==> config.mk <==
export PLATFORM = sky130hd
export DESIGN_NAME = dac_spi_responder
export DESIGN_NICKNAME = d
export VERILOG_FILES = /design/src/rtl/dac_pkg.sv /design/src/rtl/spi_sync_edge.sv /design/src/rtl/dac_spi_responder.sv
export SDC_FILE = /design/constraint.sdc
export NUM_CORES = 1
export LEC_CHECK = 0
export BUFFER_PORTS_ARGS = -buffer_cell sky130_fd_sc_hd__buf_2
export CORE_AREA = 10 10 145 147
export DETAILED_ROUTE_END_ITERATION = 10
export DIE_AREA = 0 0 155 157
export PLACE_DENSITY = 0.78
export SLEW_MARGIN = 20
export SYNTH_ARGS = -nofsm -noshare
export SYNTH_HDL_FRONTEND = slang
export SYNTH_SLANG_ARGS = --single-unit
==> constraint.sdc <==
create_clock -name CLK50MHZ -period 1.8 [get_ports CLK50MHZ]
set_input_delay 0.27 -clock CLK50MHZ [delete_from_list [all_inputs] [get_ports CLK50MHZ]]
set_output_delay 0.27 -clock CLK50MHZ [all_outputs]
set_load 0.005 [all_outputs]
==> src/rtl/dac_pkg.sv <==
`default_nettype none
// ============================================================================
//  Module      : dac_pkg
//  Description : Shared constants for the 32-bit DAC SPI frame
//                {8'h80, command[3:0], address[3:0], data[11:0], 4'h1}.
//                Used by both the responder and the master side.
//  Contents    : frame/channel sizes, command codes, broadcast address,
//                field bit positions, field typedef and decode helper.
//  Revision    : 1.0 - initial release
// ============================================================================
package dac_pkg;

    // Frame geometry
    localparam int WIDTH = 32;
    localparam int DW    = 12;
    localparam int NCH   = 4;

    // Command codes
    localparam logic [3:0] CMD_WR        = 4'h0;
    localparam logic [3:0] CMD_UPD       = 4'h1;
    localparam logic [3:0] CMD_WR_UPDALL = 4'h2;
    localparam logic [3:0] CMD_WR_UPD    = 4'h3;
    localparam logic [3:0] CMD_NOP       = 4'hF;

    // Address that applies a command to every channel
    localparam logic [3:0] ADDR_ALL = 4'hF;

    // Fixed header/trailer sent by the master; the responder ignores them
    localparam logic [7:0] FRAME_HDR = 8'h80;
    localparam logic [3:0] FRAME_TRL = 4'h1;

    // Field positions inside the 32-bit frame
    localparam int CMD_LSB  = 20;
    localparam int ADDR_LSB = 16;
    localparam int DATA_LSB = 4;

    typedef struct packed {
        logic [3:0]    cmd;
        logic [3:0]    addr;
        logic [DW-1:0] data;
    } frame_fields_t;

    function automatic frame_fields_t decode_frame(input logic [WIDTH-1:0] frame);
        frame_fields_t f;
        f.cmd  = frame[CMD_LSB  +: 4];
        f.addr = frame[ADDR_LSB +: 4];
        f.data = frame[DATA_LSB +: DW];
        return f;
    endfunction

    function automatic logic [WIDTH-1:0] build_frame(input logic [3:0]    cmd,
                                                     input logic [3:0]    addr,
                                                     input logic [DW-1:0] data);
        return {FRAME_HDR, cmd, addr, data, FRAME_TRL};
    endfunction

endpackage
`default_nettype wire

==> src/rtl/spi_sync_edge.sv <==
`default_nettype none
// ============================================================================
//  Module      : spi_sync_edge
//  Description : Two-flop synchronizer for one asynchronous input followed by
//                a registered level and registered rise/fall pulses. Level and
//                pulses are aligned: a pulse cycle already shows the new level.
//  Ports       : clk      - sampling clock
//                rst      - synchronous active-high reset
//                i_async  - asynchronous input pin
//                o_level  - synchronized, registered level
//                o_rise   - 1-cycle pulse on a 0->1 transition
//                o_fall   - 1-cycle pulse on a 1->0 transition
//  Revision    : 1.0 - initial release
// ============================================================================
module spi_sync_edge (
    input  logic clk,
    input  logic rst,
    input  logic i_async,
    output logic o_level,
    output logic o_rise,
    output logic o_fall
);

    logic r_meta;
    logic r_sync;
    logic r_level;
    logic r_rise;
    logic r_fall;

    always_ff @(posedge clk) begin
        if (rst) begin
            r_meta  <= 1'b0;
            r_sync  <= 1'b0;
            r_level <= 1'b0;
            r_rise  <= 1'b0;
            r_fall  <= 1'b0;
        end else begin
            r_meta  <= i_async;
            r_sync  <= r_meta;
            r_level <= r_sync;
            // Pulses are computed from the same compare that updates r_level,
            // so they coincide with the level change.
            r_rise  <= r_sync & ~r_level;
            r_fall  <= ~r_sync & r_level;
        end
    end

    assign o_level = r_level;
    assign o_rise  = r_rise;
    assign o_fall  = r_fall;

endmodule
`default_nettype wire

==> src/rtl/dac_spi_responder.sv <==
`default_nettype none
// ============================================================================
//  Module      : dac_spi_responder
//  Description : SPI responder for the 32-bit DAC frame. Oversamples SCK, CS
//                and MOSI in the CLK50MHZ domain, shifts frames in MSB first,
//                decodes them into NCH input/output channel registers and
//                returns the previously accepted frame on DAC_OUT.
//  Ports       : CLK50MHZ    - system clock (only clock)
//                RST         - synchronous active-high reset
//                SPI_SCK     - serial clock from master (asynchronous)
//                DAC_CS      - chip select, active low
//                SPI_MOSI    - serial data from master
//                DAC_CLR     - clear, active low, synchronized
//                DAC_OUT     - serial data to master
//                dac_value   - output registers, ch0 in [DW-1:0]
//                frame_word  - last complete frame received
//                frame_valid - 1-cycle pulse: frame accepted
//                frame_error - 1-cycle pulse: CS released with bad bit count
//  Revision    : 1.0 - initial release
// ============================================================================
module dac_spi_responder #(
    parameter int WIDTH = dac_pkg::WIDTH,
    parameter int DW    = dac_pkg::DW,
    parameter int NCH   = dac_pkg::NCH
) (
    input  logic              CLK50MHZ,
    input  logic              RST,
    input  logic              SPI_SCK,
    input  logic              DAC_CS,
    input  logic              SPI_MOSI,
    input  logic              DAC_CLR,
    output logic              DAC_OUT,
    output logic [NCH*DW-1:0] dac_value,
    output logic [WIDTH-1:0]  frame_word,
    output logic              frame_valid,
    output logic              frame_error
);

    import dac_pkg::*;

    localparam int         c_n_in       = 4;
    localparam int         c_idx_sck    = 0;
    localparam int         c_idx_cs     = 1;
    localparam int         c_idx_mosi   = 2;
    localparam int         c_idx_clr    = 3;
    localparam logic [5:0] c_frame_bits = 6'(WIDTH);
    localparam logic [5:0] c_cnt_max    = 6'd63;

    // ------------------------------------------------------------------
    // Input synchronization
    // ------------------------------------------------------------------
    logic [c_n_in-1:0] w_pins;
    logic [c_n_in-1:0] w_level;
    logic [c_n_in-1:0] w_rise;
    logic [c_n_in-1:0] w_fall;

    assign w_pins = {DAC_CLR, SPI_MOSI, DAC_CS, SPI_SCK};

    generate
        for (genvar gi = 0; gi < c_n_in; gi++) begin : g_sync
            spi_sync_edge u_sync (
                .clk     (CLK50MHZ),
                .rst     (RST),
                .i_async (w_pins[gi]),
                .o_level (w_level[gi]),
                .o_rise  (w_rise[gi]),
                .o_fall  (w_fall[gi])
            );
        end
    endgenerate

    logic w_sck_rise;
    logic w_sck_fall;
    logic w_cs_level;
    logic w_cs_rise;
    logic w_cs_fall;
    logic w_mosi;
    logic w_clr_n;
    logic [4:0] w_unused_sync;

    assign w_sck_rise    = w_rise[c_idx_sck];
    assign w_sck_fall    = w_fall[c_idx_sck];
    assign w_cs_level    = w_level[c_idx_cs];
    assign w_cs_rise     = w_rise[c_idx_cs];
    assign w_cs_fall     = w_fall[c_idx_cs];
    assign w_mosi        = w_level[c_idx_mosi];
    assign w_clr_n       = w_level[c_idx_clr];
    assign w_unused_sync = {w_level[c_idx_sck], w_rise[c_idx_mosi], w_fall[c_idx_mosi],
                            w_rise[c_idx_clr], w_fall[c_idx_clr]};

    // ------------------------------------------------------------------
    // Shift path
    // ------------------------------------------------------------------
    logic [5:0]       r_bit_cnt;
    logic [WIDTH-1:0] r_rx_shift;
    logic [WIDTH-1:0] r_tx_shift;
    logic [WIDTH-1:0] r_frame_word;
    logic             r_in_frame;
    logic             r_dac_out;
    logic             r_frame_valid;
    logic             r_frame_error;
    logic             w_frame_ok;

    // r_in_frame is set only by a synchronized CS fall. It keeps SCK edges
    // and the CS rise produced by the synchronizer coming out of reset (or
    // by a frame cut short by reset) from being treated as frame activity.
    assign w_frame_ok = w_cs_rise & r_in_frame & (r_bit_cnt == c_frame_bits);

    always_ff @(posedge CLK50MHZ) begin
        if (RST) begin
            r_bit_cnt     <= '0;
            r_rx_shift    <= '0;
            r_tx_shift    <= '0;
            r_frame_word  <= '0;
            r_in_frame    <= 1'b0;
            r_dac_out     <= 1'b0;
            r_frame_valid <= 1'b0;
            r_frame_error <= 1'b0;
        end else begin
            r_frame_valid <= 1'b0;
            r_frame_error <= 1'b0;
            if (w_cs_fall) begin
                r_in_frame <= 1'b1;
                r_bit_cnt  <= '0;
                r_tx_shift <= r_frame_word;
                r_dac_out  <= r_frame_word[WIDTH-1];
            end else if (w_cs_rise) begin
                r_in_frame <= 1'b0;
                r_dac_out  <= 1'b0;
                if (w_frame_ok) begin
                    r_frame_word  <= r_rx_shift;
                    r_frame_valid <= 1'b1;
                end else if (r_in_frame) begin
                    r_frame_error <= 1'b1;
                end
            end else if (w_cs_level) begin
                r_dac_out <= 1'b0;
            end else if (r_in_frame) begin
                if (w_sck_rise) begin
                    r_rx_shift <= {r_rx_shift[WIDTH-2:0], w_mosi};
                    if (r_bit_cnt != c_cnt_max) begin
                        r_bit_cnt <= r_bit_cnt + 6'd1;
                    end
                end
                // Zeros shift in behind the frame, so DAC_OUT settles to 0
                // once all WIDTH bits have been presented.
                if (w_sck_fall) begin
                    r_tx_shift <= {r_tx_shift[WIDTH-2:0], 1'b0};
                    r_dac_out  <= r_tx_shift[WIDTH-2];
                end
            end
        end
    end

    // ------------------------------------------------------------------
    // Decode and register file
    // ------------------------------------------------------------------
    frame_fields_t  w_fields;
    logic           w_addr_valid;
    logic [DW-1:0]  w_inreg_nxt [NCH];
    logic [DW-1:0]  w_dac_nxt   [NCH];
    logic [DW-1:0]  r_inreg     [NCH];
    logic [DW-1:0]  r_dac       [NCH];

    assign w_fields     = decode_frame(r_rx_shift);
    assign w_addr_valid = (w_fields.addr == ADDR_ALL) || (w_fields.addr < 4'(NCH));

    always_comb begin
        for (int ch = 0; ch < NCH; ch++) begin
            w_inreg_nxt[ch] = r_inreg[ch];
            w_dac_nxt[ch]   = r_dac[ch];
        end
        if (w_frame_ok) begin
            for (int ch = 0; ch < NCH; ch++) begin
                if (w_fields.addr == ADDR_ALL || w_fields.addr == 4'(ch)) begin
                    case (w_fields.cmd)
                        CMD_WR, CMD_WR_UPDALL: w_inreg_nxt[ch] = w_fields.data;
                        CMD_UPD:               w_dac_nxt[ch]   = r_inreg[ch];
                        CMD_WR_UPD: begin
                            w_inreg_nxt[ch] = w_fields.data;
                            w_dac_nxt[ch]   = w_fields.data;
                        end
                        default: ;
                    endcase
                end
            end
            // Update-all copies the input registers after this frame's write.
            if (w_fields.cmd == CMD_WR_UPDALL && w_addr_valid) begin
                for (int ch = 0; ch < NCH; ch++) begin
                    w_dac_nxt[ch] = w_inreg_nxt[ch];
                end
            end
        end
    end

    always_ff @(posedge CLK50MHZ) begin
        if (RST || !w_clr_n) begin
            for (int ch = 0; ch < NCH; ch++) begin
                r_inreg[ch] <= '0;
                r_dac[ch]   <= '0;
            end
        end else begin
            for (int ch = 0; ch < NCH; ch++) begin
                r_inreg[ch] <= w_inreg_nxt[ch];
                r_dac[ch]   <= w_dac_nxt[ch];
            end
        end
    end

    // ------------------------------------------------------------------
    // Outputs
    // ------------------------------------------------------------------
    generate
        for (genvar gc = 0; gc < NCH; gc++) begin : g_pack
            assign dac_value[gc*DW +: DW] = r_dac[gc];
        end
    endgenerate

    assign DAC_OUT     = r_dac_out;
    assign frame_word  = r_frame_word;
    assign frame_valid = r_frame_valid;
    assign frame_error = r_frame_error;

endmodule
`default_nettype wire

# Word-level counts from Yosys, hierarchy flattened
# Memory sizes are Yosys's and may differ from the RTL's.
# Index checks and enable logic that the tools add are counted.
# word_totals
register_bits	121
ram_bits	96
inputBits	6
output_inout_bits	83
wordCells	127
n_memories	2
# mem_list
memory	words	width	rd	rd_clocked_by_memory_dff	wr	line	source
r_dac	4	12	4	0	4	dac_spi_responder.sv:163	logic [DW-1:0] r_dac [NCH];
r_inreg	4	12	4	0	4	dac_spi_responder.sv:162	logic [DW-1:0] r_inreg [NCH];
# op_classes
n_addsub	1
order_cmp	1
eq_ne	11
muxes	44
n_bitwise	20
n_reduce_logical	24
# ops
cell	n
$mux 12	20
$mux 31	5
$mux 48	3
$pmux 12 s2	4
$eq 4x2->1 const B	4
$mux 1	12
$reduce_and 5->1	2
$eq 4x1->1 const B	2
$logic_not 4->1	2
$or 1x1->1	8
$reduce_bool 4->1	2
$add 6x1->6 const B	1
$and 1x1->1	6
$eq 6x6->1 const B	1
$logic_or 1x1->1	6
$ne 6x6->1 const B	1
$not 1->1	6
$reduce_bool 2->1	3
$reduce_or 3->1	2
$eq 4x4->1 const B	1
$lt 4x3->1 const B	1
$ne 2x2->1 const B	2
$reduce_and 4->1	1
$reduce_or 4->1	1
5 further kinds	5

# Logic depth before layout (Yosys ltp)
# Gate-level depths: netlist of the first run.
# depth
ltp_word	7
depth_mapped	9
ltp_nobuf	6

# Hierarchy
# A second synthesis of the first run with hierarchy kept.
# unflattened
hier_cells	1113
hier_area_um2	9974.6
# modules_own_cells
module	n_inst	cells_each	area_per_inst_um2	seq_area_each_um2
dac_spi_responder	1	1073	9439.1	4023.9
spi_sync_edge	4	10	133.9	100.1

# Worst setup path before layout of the first run
# OpenSTA, ideal clock, no wires.
# synth_timing
path_kind	register to register
from	reg r_rx_shift[16]
to	mem r_dac[0][1]
setup_time_ns	0.136
arrival_time_ns	1.861
t_required_ns	1.664
slack_ns	-0.196
path_stages_with_launch	7
path_buffers	2
period_less_slack_ns	1.996
path_cell_list	dfxtp_1 -> buf_2 -> or4_1 -> a211o_1 -> buf_2 -> a221oi_1 -> o32ai_1
# synth_lines
item	line	source
start: declaration	dac_spi_responder.sv:95	logic [WIDTH-1:0] r_rx_shift;
start signal: assignment	dac_spi_responder.sv:140	r_rx_shift <= {r_rx_shift[WIDTH-2:0], w_mosi};
end: declaration	dac_spi_responder.sv:163	

==> impl_metrics.csv, run 1 <==
group,metric,value,unit
clocking,cts_buffers,22,
timing,period_minus_slack,2.117,ns
logic_synthesis,syn_inst,1056,
timing,clock_skew,0.01626,ns
clocking,cts_tree,"done",
timing,drv_slew,0,
worst_setup_path,worstSetupPathType,"reg2reg",
logic_synthesis,synth_area,9672,µm²
die,die_area,24340,µm²
logic_synthesis,yosys-top-cells-count,"dfxtp_1 (217), nand2_1 (119), a21oi_1 (86)",
logic_synthesis,asyncSetResetFlopFracSynth,0,%
pwr,clock_power_share,49.7,%
global_route,grt_start_max_net_pins,72,
finish,syn_to_final_growth,37.52,%
timing,grt_setup_unrepaired,"yes",
worst_setup_path,crit_required,2.19,ns
finish,nFillCells,1092,
clocking,cts_sinks,217,
logic_synthesis,yosysMostFrequentCell,"dfxtp_1",
outcome,outcome,"finished, violations left",
drt,drt_iter0_drc,1295,
pwr,internal_power,0.007738,W
timing,clock.fmax,472.4,MHz
drt,drcViolationCount,0,
drt,antenna_left,0,
placed_design,portBuffers,88,
timing,min_period_over_period,117.6,%
drt,vias_per_cell,6.762,
logic_synthesis,synth_top_area_cell,"dfxtp_1",
hold_path,whs_path_depth,4,
logic_synthesis,avgSynthCellArea,9.159,µm²
timing,worst_slew_pin_slew,0.8650,ns
worst_setup_path,end_kind,"flip-flop",
finish,stdcell_count,1455,
pwr,p_sw,0.002058,W
clocking,cts-root-buf,"clkbuf_16",
timing,setup_viol_count_final,143,
global_route,antenna_found_initial,0,
worst_setup_path,cp.arrival,2.51,ns
pwr,power_frac_seq,49.2,%
die,io_pins,89,
timing,max_slew_margin,42.27,%
global_route,grt_pass1_wl,48.70,mm
drt,wl_per_cell,25.39,µm
pwr,ir_drop,0.0006898,V
logic_synthesis,netlist.area_leader.share,44.92,%
placed_design,gp_congestion,0.9349,
finish,drive_gt1_share,38.82,%
pwr,power_density,736.5,nW/µm²
placed_design,place_inst,1381,
worst_setup_path,worstPathMaxFanout,12,
logic_synthesis,synth_edf_count,0,
timing,setup_slack,-0.3169,ns
global_route,overflow,0,
logic_synthesis,synth_cell_types,48,
drt,vias,9839,
placed_design,hpwl,19.36,mm
run,max_cap_violations,0,
worst_setup_path,start_kind,"flip-flop",
logic_synthesis,synth_flop_cell,"dfxtp_1",
timing,worst_hold_slack,0.1746,ns
die,core,18330,µm²
logic_synthesis,synth-seq-area-share,44.92,%
die,die_h,157,µm
timing,hold_viol_final,0,
die,start_util,52.76,%
outcome,violations,"negative setup slack",
die,fp-row-count,50,
hold_path,hp-class,"in2reg",
drt,finalWirelength,36.94,mm
pwr,p_comb_share,1.1,%
worst_setup_path,r2r_cells,7,
pwr,p_sw_share,21.01,%
finish,diodes,0,
logic_synthesis,syn_nets,1064,
pwr,p_leak,4.961,nW
logic_synthesis,synth-seq-cells,217,
logic_synthesis,synth_warnings,0,
clocking,clk_pin_slew,0.07,ns
clocking,insertion_delay,0.52,ns
clocking,cts.path.max_buffers,3,
logic_synthesis,synthTopCellsByArea,"dfxtp_1 (45%), mux2i_1 (6.6%), o32ai_2 (5.0%)",
finish,fin_nets,1215,
die,die-width,155,µm
clocking,htree_num_levels,1,
global_route,grt_pass1_vias,9021,
global_route,grt_util_all_layers,24.29,%
drt,dr.pass1.iters,8,
[final timing paths]
check                                              from                       to  slack (ns)
worst max register to register           r_rx_shift[18]              r_dac[0][4]       -0.32
worst min-delay path                                RST             r_dac[0][11]        0.17
worst max-delay path                     r_rx_shift[18]              r_dac[0][4]       -0.32
worst min register to register  g_sync[1].u_sync.r_sync  g_sync[1].u_sync.o_fall        0.41
[layout by cell type, fill, tap and decap left out, drive strengths merged, types with 48 or more instances in the layout]
cell    instances
buf           229
mux2i          64
dfxtp         217
o21ai          51
a21oi          87
a211oi         49
nor2           73
nand3          51
o32ai          48
nand2         119
a221oi         48
[kinds of logic (layout without fill, tap and decap cells)]
group	after synthesis	count (layout)	synth area share [%]
muxes	94	94	10.12
xor gates and xnor gates	5	5	0.4529
buffers and inverters	120	285	5.446
AOI/OAI and AO/OA	293	293	22.90
adders and majority gates	2	2	0.2587
DFF	217	217	44.92
and+or+nand+nor	325	325	15.91
[area by class of cell]
type / count / area (µm²) / share of cell area [%]
timing repair buffer: 243 / 2201 / 16.55
clock buffer: 31 / 675.6 / 5.080
multi-input combinational: 719 / 5662 / 42.57
tap: 234 / 292.8 / 2.201
clock inverter: 7 / 88.84 / 0.6679
sequential: 217 / 4365 / 32.82
inverter: 4 / 15.01 / 0.1129
[critical path, cell delays in order (launching register included)]
cell and delay, ns:
dfxtp_2 0.39, nand4_1 0.25, buf_4 0.26, a211oi_4 0.31, buf_6 0.20, buf_12 0.15
a211oi_1 0.07, o32ai_1 0.34
[what timing repair did]
action                                  in CTS  in global routing
endpoints found under the setup margin      90                158
endpoints found under the hold margin        4                  0
gates resized for setup                     77                113
gates cloned                                 6                 14
pin swaps                                    3                 44
hold buffers                                 4                  0
setup buffers                                2                 10
[metal layers]
| layer | wire [µm] | track usage (%) |
|---|---|---|
| met5 | 0 | 0 |
| met4 | 2494 | 10.71 |
| met3 | 4454 | 5.895 |
| met2 | 17000 | 39.40 |
| met1 | 12990 | 30.03 |
[power groups by stage]
stage	sequential, W	combinational [W]	clock [W]
floorplan	0.00492	0.0000667	0
detailed placement	0.00493	0.0000943	0
finish	0.00482	0.000107	0.00487
CTS	0.00482	0.000102	0.00484
global placement	0.00493	0.0000937	0
global route	0.00482	0.000114	0.00506
[through the flow]
step           setup TNS [ns]  power (W)  instance area, µm²  setup slack [ns]  util, %
3_3_place_gp           -3.194   0.005021               11300          -0.09329    61.62
4_1_cts                -4.895   0.009765               12480           -0.1140    68.10
2_1_floorplan          -2.105   0.004991                9978          -0.06429        -
3_5_place_dp           -4.635   0.005022               11300           -0.1348    61.62
6_report               -18.01   0.009796               13300           -0.3169    72.56
5_1_grt                -24.65   0.009990               13300           -0.3608    72.56
[registers in the layout, indices dropped and copies added (netlist names)]
register	count
r_dac	48
r_inreg	48
frame_word	32
r_rx_shift	32
r_tx_shift	31
r_bit_cnt	6
g_sync.u_sync.o_level	4
g_sync.u_sync.r_meta	4
g_sync.u_sync.r_sync	4
g_sync.u_sync.o_fall	2
g_sync.u_sync.o_rise	2
DAC_OUT	1
frame_error	1
frame_valid	1
r_in_frame	1
No activity file was read; power rests on OpenSTA's default activity.
==> run 2, diff against run 1 <==
--- a/config.mk
+++ b/config.mk
@@ -10,6 +10,7 @@
 export DETAILED_ROUTE_END_ITERATION = 10
 export DIE_AREA = 0 0 155 157
 export PLACE_DENSITY = 0.78
+export SKIP_CTS_REPAIR_TIMING = 1
 export SLEW_MARGIN = 20
 export SYNTH_ARGS = -nofsm -noshare
 export SYNTH_HDL_FRONTEND = slang
==> run 2 against run 1 <==
The flow finishes with violations (negative hold slack, negative setup slack). Final cell count is 0.21% lower. Non-clock buffer count is 3 lower. Register-to-register slack better by 0.06 ns. Critical endpoint is now r_inreg[3][0]. Cell area is 1.5% higher. Die area stayed put. Critical path depth is 2 lower. Core utilization is 1.1 points higher. Sequential cell count stayed put. First-iteration DRC count is 9.0% lower.
==> impl_metrics.csv, run 2 (synthesized netlist as in run 1, its figures left out) <==
group,metric,value,unit
outcome,outcome,"finished, violations left",
outcome,violations,"negative hold slack, negative setup slack",
finish,ff_latch_area,4367,µm²
timing,period_minus_slack,2.054,ns
global_route,antenna_found_initial,0,
global_route,grt_util_all_layers,22.71,%
pwr,power_density,725.5,nW/µm²
drt,finalWirelength,37.23,mm
placed_design,portBuffers,88,
die,core,18330,µm²
worst_setup_path,rr_startpoint,"r_bit_cnt[3]",
worst_setup_path,path_cells,"or3b_4 > or4_4 > clkbuf_16 > o21ai_1 > a21oi_1",
run,max_cap_violations,0,
hold_path,worstHoldStart,"DAC_CS",
global_route,grt_pass1_wl,45.80,mm
clocking,cts_tree,"done",
drt,wl_met1,13.13,mm
drt,drcViolationCount,0,
die,die_area,24340,µm²
pwr,clock_power_share,49.7,%
drt,antenna_left,0,
timing,hold_viol_final,1,
finish,diodes,0,
pwr,internal_power,0.007735,W
finish,drive_gt1_share,38.75,%
worst_setup_path,cpMaxStageDelayCell,"or4_4",
drt,wl_per_cell,25.64,µm
timing,max_slew_margin,52.43,%
drt,vias,9869,
worst_setup_path,start_kind,"flip-flop",
clocking,cts.path.max_buffers,3,
drt,wl_met3,4.773,mm
die,start_util,52.76,%
finish,nFillCells,1087,
clocking,cts-root-buf,"clkbuf_16",
global_route,overflow,0,
hold_path,hold_end,"g_sync[1].u_sync.r_meta",
die,fp-row-count,50,
clocking,htree_num_levels,1,
drt,route.met2.wl,16.81,mm
timing,clock.fmax,486.8,MHz
placed_design,dp_slack,-0.1348,ns
finish,layout_commonest_cell,"dfxtp_1",
timing,min_period_over_period,114.1,%
pwr,p_comb_share,1.1,%
clocking,cts_sinks,217,
finish,layout_common_cells,"dfxtp_1 (205), nand2_1 (119), buf_4 (91), buf_2 (88), a21oi_1 (75)",
worst_setup_path,crit_family,"simple AND/OR/NAND/NOR gates",
timing,setup_viol_count_final,121,
worst_setup_path,cp.arrival,2.45,ns
pwr,ir_drop,0.0009997,V
die,die_h,157,µm
worst_setup_path,crit_required,2.19,ns
pwr,p_sw,0.002055,W
hold_path,hp-class,"in2reg",
clocking,cts_buffers,22,
pwr,p_sw_share,20.99,%
drt,drt_iter0_drc,1178,
worst_setup_path,path_buf_inv,1,
finish,syn_to_final_growth,39.53,%
hold_path,whs_path_depth,2,
worst_setup_path,worstPathMaxFanout,24,
worst_setup_path,worstSetupPathType,"reg2reg",
die,io_pins,89,
worst_setup_path,end_kind,"flip-flop",
drt,vias_per_cell,6.797,
drt,maxUsedRoutingLayer,"met4",
pwr,power_frac_seq,49.2,%
drt,dr.pass1.iters,8,
clocking,clk_pin_slew,0.07,ns
timing,grt_setup_unrepaired,"yes",
placed_design,hpwl,19.36,mm
worst_setup_path,reg2reg_slack,-0.25,ns
finish,multi_input_area,5846,µm²
pwr,p_leak,4.967,nW
placed_design,gp_congestion,0.9349,
finish,top_regs,"r_dac x48, r_inreg x48",
timing,worst_hold_slack,-0.003796,ns
timing,drv_slew,0,
global_route,grt_pass1_vias,8601,
worst_setup_path,r2r_cells,5,
die,die-width,155,µm
finish,fin_nets,1212,
global_route,grt_start_max_net_pins,72,
timing,worst_slew_pin_slew,0.7118,ns
timing,setup_slack,-0.2541,ns
worst_setup_path,slowest_delay,0.62,ns
pwr,fin_total_pwr,0.009790,W
timing,clock_skew,0.009711,ns
worst_setup_path,worstReg2RegEnd,"r_inreg[3][0]",
clocking,insertion_delay,0.51,ns
[run 2: changes by cell type in the layout (fill, tap and decap cells not counted), moves of 3 or more]
cell,previous run,this run
o32ai_1,15,11
a221oi_4,1,13
o32ai_4,0,4
buf_12,19,24
mux2_1,5,8
clkbuf_16,33,36
mux2_4,25,22
buf_16,4,0
a221oi_2,37,25
buf_4,97,91
[run 2: worst max-delay path by stage]
stage	start	endpoint	slack [ns]	cells past startpoint
floorplan	r_bit_cnt[3]	r_inreg[0][10]	-0.06	6
CTS	r_rx_shift[22]	r_dac[3][8]	-0.19	5
global route	r_rx_shift[18]	r_inreg[1][10]	-0.31	7
finish	r_bit_cnt[3]	r_inreg[3][0]	-0.25	5
global placement	r_rx_shift[22]	r_dac[2][4]	-0.09	6
detailed placement	r_rx_shift[22]	r_dac[3][1]	-0.13	5
[run 2: final cells by class]
| cell class | count | area share [%] |
|---|---|---|
| clock buffers | 31 | 5.007 |
| repair buffers | 240 | 16.38 |
| well taps | 234 | 2.169 |
| flip-flops and latches | 217 | 32.36 |
| multi-input cells | 719 | 43.32 |
| inverters | 4 | 0.1113 |
| clock inverters | 7 | 0.6583 |
[run 2: metrics by stage]
step / setup TNS (ns) / utilization [%] / cell area [µm²] / cells / hold slack, ns
2_1_floorplan: -2.105 / - / 9978 / 1056 / 0.3491
3_5_place_dp: -4.635 / 61.62 / 11300 / 1381 / 0.4012
5_1_grt: -22.86 / 73.62 / 13500 / 1452 / -0.008401
4_1_cts: -6.722 / 65.80 / 12060 / 1419 / -0.03507
3_3_place_gp: -3.194 / 61.62 / 11300 / 1381 / 0.3891
6_report: -16.07 / 73.62 / 13500 / 1452 / -0.003796
[run 2: worst register-to-register path: stages (launching register included)]
cell and delay [ns]:
dfxtp_2 0.32, or3b_4 0.41, or4_4 0.62, clkbuf_16 0.26, o21ai_1 0.21, a21oi_1 0.12
[run 2: per-layer routing]
| metal | up-vias | global-route usage, % |
|---|---|---|
| li1 | 4150 | - |
| met1 | 4720 | 28.64 |
| met2 | 757 | 36.44 |
| met3 | 242 | 5.568 |
| met4 | 0 | 9.222 |
| met5 | - | 0 |
[run 2: power by group through the flow]
| stage | registers (W) | logic [W] | clock network, W |
|---|---|---|---|
| floorplan | 0.00492 | 0.0000667 | 0 |
| detailed placement | 0.00493 | 0.0000943 | 0 |
| finish | 0.00482 | 0.000105 | 0.00487 |
| CTS | 0.00482 | 0.0000945 | 0.00484 |
| global placement | 0.00493 | 0.0000937 | 0 |
| global route | 0.00482 | 0.000112 | 0.00505 |
